$ cat src/rtl/main_pkg.sv
// Shared constants and helpers for the M-sequence generator.
// The optional lockup recovery is selected by the MAIN_LOCKUP_RECOVERY_EN macro.
package main_pkg;

  localparam int           DEF_CLK_DIV = 50;
  localparam int           DEF_WIDTH   = 5;
  localparam logic [7:0]   DEF_TAPS    = 8'h14;
  localparam logic [7:0]   DEF_SEED    = 8'h01;
  localparam int           MAX_WIDTH   = 8;

  // A divide-by-one prescaler still needs a 1-bit counter to stay legal.
  function automatic int cnt_width(input int div);
    return (div > 1) ? $clog2(div) : 1;
  endfunction

endpackage

$ cat src/rtl/main_prescaler.sv
// Free-running prescaler: counts 0..CLK_DIV-1 and flags the last count as tick.
module main_prescaler
  import main_pkg::*;
#(
  parameter int CLK_DIV = DEF_CLK_DIV
) (
  input  logic clk,
  input  logic rst_n,
  output logic tick
);

  localparam int            CW   = cnt_width(CLK_DIV);
  localparam logic [CW-1:0] LAST = CW'(CLK_DIV - 1);

  logic [CW-1:0] count;

  // NOTE: registers use non-blocking assignments so every flop samples pre-edge values.
  always_ff @(posedge clk or negedge rst_n) begin
    if (!rst_n) begin
      count <= '0;
    end else if (count == LAST) begin
      count <= '0;
    end else begin
      count <= count + CW'(1);
    end
  end

  assign tick = (count == LAST);

endmodule

$ cat src/rtl/main.sv
// Fibonacci LFSR M-sequence generator advanced by a prescaled tick.
// Define MAIN_LOCKUP_RECOVERY_EN to reload the seed when the state falls to all-zero.
module main
  import main_pkg::*;
#(
  parameter int         CLK_DIV = DEF_CLK_DIV,
  parameter int         WIDTH   = DEF_WIDTH,
  parameter logic [7:0] TAPS    = DEF_TAPS,
  parameter logic [7:0] SEED    = DEF_SEED
) (
  input  logic                 CLK_50MHZ,
  input  logic                 RST_N,
  output logic                 out_fun,
  output logic [MAX_WIDTH-1:0] data
);

  localparam logic [WIDTH-1:0] TAP_MASK = TAPS[WIDTH-1:0];
  localparam logic [WIDTH-1:0] SEED_VAL = SEED[WIDTH-1:0];

  logic             tick;
  logic             feedback;
  logic [WIDTH-1:0] state;
  logic [WIDTH-1:0] next_state;

  main_prescaler #(
    .CLK_DIV(CLK_DIV)
  ) u_prescaler (
    .clk  (CLK_50MHZ),
    .rst_n(RST_N),
    .tick (tick)
  );

  assign feedback = ^(state & TAP_MASK);

`ifdef MAIN_LOCKUP_RECOVERY_EN
  // An all-zero seed would relock immediately, so recovery falls back to 1.
  localparam logic [WIDTH-1:0] RECOVER_VAL = (SEED_VAL == '0) ? WIDTH'(1) : SEED_VAL;

  always_comb begin
    next_state = {state[WIDTH-2:0], feedback};
    if (state == '0) begin
      next_state = RECOVER_VAL;
    end
  end
`else
  always_comb begin
    next_state = {state[WIDTH-2:0], feedback};
  end
`endif

  // NOTE: state resets to the seed, not zero, so the sequence starts without lockup.
  always_ff @(posedge CLK_50MHZ or negedge RST_N) begin
    if (!RST_N) begin
      state <= SEED_VAL;
    end else if (tick) begin
      state <= next_state;
    end
  end

  assign out_fun = state[WIDTH-1];
  assign data    = MAX_WIDTH'(state);

endmodule

$ cat config.mk
export PLATFORM = sky130hd
export DESIGN_NAME = main
export DESIGN_NICKNAME = d
export VERILOG_FILES = /design/src/rtl/main_pkg.sv /design/src/rtl/main_prescaler.sv /design/src/rtl/main.sv
export SDC_FILE = /design/constraint.sdc
export NUM_CORES = 1
export LEC_CHECK = 0
export BUFFER_PORTS_ARGS = -buffer_cell sky130_fd_sc_hd__buf_2
export CORE_MARGIN = 4
export CORE_UTILIZATION = 30
export DETAILED_ROUTE_END_ITERATION = 7
export GPL_TIMING_DRIVEN = 1
export SYNTH_ARGS = -nofsm -noshare
export SYNTH_HDL_FRONTEND = slang
export SYNTH_SLANG_ARGS = --single-unit
$ cat constraint.sdc
create_clock -name CLK_50MHZ -period 1.39 [get_ports CLK_50MHZ]
set_input_delay 0.139 -clock CLK_50MHZ [delete_from_list [all_inputs] [get_ports CLK_50MHZ]]
set_output_delay 0.139 -clock CLK_50MHZ [all_outputs]
set_load 0.03 [all_outputs]
==> qor.csv <==
metric;value;unit
io_pins;11;
yosysSeqAreaShare;0.5377;
p_leak;0.0003397;uW
drive_gt1_frac;0.4182;
hp-class;in -> async;
period_needed;1393;ps
grt_max_degree;12;
postLayoutCellArea;643.1;um2
synth_cell_type_count;17;
violations;negative setup slack;
vias;316;
cts.sinks;11;
synth_top_cell_by_area;dfrtp_1;
grt-ovfl-total;0;
grt_antenna_before_repair;0;
max-cap-violations;0;
critPathBufInv;2;
syn_avg_cell_area;12.86;um2
peakVddDrop;0.3790;mV
crit_slowest_cell;dfrtp_1;
design_power_total;550.8;uW
finalHoldViolations;0;
diodes;0;
critPathMaxStageDelay;400;ps
synth_top_area_frac;0.4866;
viasPerCell;4.451;
placed_cells;65;
reg2reg_depth;5;
pwr-share-seq;0.581;
final_common_cell;dfrtp_1;
cts-root-buf;clkbuf_4;
grt_pass1_wl;1545;um
dieArea;0.002440;mm2
fmax;0.7181;GHz
crit_family;flip-flops;
worstPathRequired;1540;ps
coreArea;0.001559;mm2
nFillCells;154;
power_density;856.5;mW/mm2
area_growth;25.06;%
placed_area;576.8;um2
crit_type;reg -> reg;
use_met1;0.1017;
routedWlPerCell;12.38;um
r2r-start;u_prescaler.count[1];
finalNonFillerCells;71;
final_nets;60;
mostFrequentLayoutCells;10 x dfrtp_1, 7 x buf_2, 5 x mux2_4;
dpl.hpwl;685.1;um
p_int;433.8;uW
synth-seq-cells;11;
p_sw;117.0;uW
clock_latency;260;ps
syn_inst;40;
start_util;0.3299;
setup_viol_count_final;2;
regArea;276.5;um2
final.setup_skew;0.6791;ps
numPortBuffers;7;
p_sw_frac;0.2125;
cts_buffers;3;
remaining_drc_errors;0;
place.gp.congestion;0.6427;
drt_iter0_markers;3;
cts.clk_slew.worst_paths;70;ps
rr_endpoint;state[2];
ys_warn_count;0;
arrival;1540;ps
antenna_left;0;
multi_input_area;230.2;um2
cts_buffer_depth;2;
num_rows;14;
path_depth;5;
die_x;49.40;um
min_period_over_period;1.002;
critPathLaunchType;register;
finalCoreUtilization;0.4125;
grt_setup_unrepaired;true;
fin_hold_ws;263.3;ps
grt_most_used_layer;met2;
cp_max_fo;5;
die-height;49.40;um
worstSetupEndpointType;register;
firstDrtPassIters;4;
cp_cell_sequence;inv_1 > ha_1 > nor3b_4 > buf_6 > mux2_4;
synthTopCellsByArea;dfrtp_1 49%, mux2_2 11%, buf_4 5.8%;
tritoncts;built;
slew_violations;0;
grt.total_usage;0.08882;
setup_ws;-2.631;ps
htreeDepth;1;
r2r_slack;-3;ps
clkPwrFrac;0.383;
use_met3;0.02752;
p_comb_frac;0.036;
cp-startpoint;u_prescaler.count[1];
syn_area;514.2;um2
met2_usage;0.1295;
first_global_vias;339;
wirelength;879;um
status;finished with violations;
-- how the worst max path moves through the flow --
stage | slack (ps) | to
6_report | -3 | state[2]
5_1_grt | -30 | state[2]
3_5_place_dp | 0.8 | state[1]
4_1_cts | -20 | state[2]
3_3_place_gp | 40 | state[1]
2_1_floorplan | -3 | state[1]
-- logic make-up (layout without fill, tap and decap cells) --
logic type | count (synthesis) | after routing | synth area share
compound gates | 2 | 2 | 0.01945
xor+xnor | 4 | 4 | 0.06814
fa+ha+maj | 2 | 2 | 0.04865
buf+inv | 5 | 18 | 0.06569
flops | 11 | 11 | 0.5377
mux | 5 | 5 | 0.1095
other cells | 1 | 3 | 0.007292
simple gates | 10 | 10 | 0.1436
-- metal layers --
layer | vias to the layer above | routed length (um) | part of all wire
met5 | - | 0 | 0
met4 | 0 | 21 | 0.024
met3 | 2 | 31 | 0.035
met2 | 5 | 438 | 0.50
met1 | 151 | 388 | 0.44
li1 | 158 | - | -
-- stage by stage --
step	TNS, ps	setup WS (ps)
2_1_floorplan	-10.10	-2.525
3_3_place_gp	0	35.56
3_5_place_dp	0	0.8491
4_1_cts	-64.63	-20.43
5_1_grt	-92.43	-34.96
6_report	-3.763	-2.631
-- repair_timing --
action,in CTS,in global routing
setup endpoints to repair,4,5
gates resized for setup,0,6
hold buffers,1,0
buffers inserted,0,1
hold endpoints to repair,11,0
-- sequential cells by signal, summed over array words and instances, names as in the netlist --
name and count:
u_prescaler.count 6, state 5
-- power by group through the flow --
stage	sequential, uW	clock, uW	combinational, uW
3_3_place_gp	326	0	17.7
4_1_cts	320	225	20.0
5_1_grt	320	242	21.4
3_5_place_dp	326	0	17.8
6_report	320	211	19.6
2_1_floorplan	326	0	17.0
-- cells in the mapped netlist, drive strengths merged --
library cell and instances:
inv 1, xor2 2, nor3b 1, nor2 4, nand3 2, ha 2, o21ai 1, dfrtp 10
or3 1, nand3b 1, dfstp 1, xnor2 2, mux2 5, buf 4, a21oi 1, conb 1
nand2 1
-- final cells by class --
cell class,instances,share of cell area
Sequential cell,11,0.4300
Multi-Input combinational cell,26,0.3580
Clock buffer,4,0.04086
Inverter,1,0.005837
Timing Repair Buffer,13,0.1342
Tap cell,16,0.03113
Note: power is estimated with default switching activity, not from simulation.
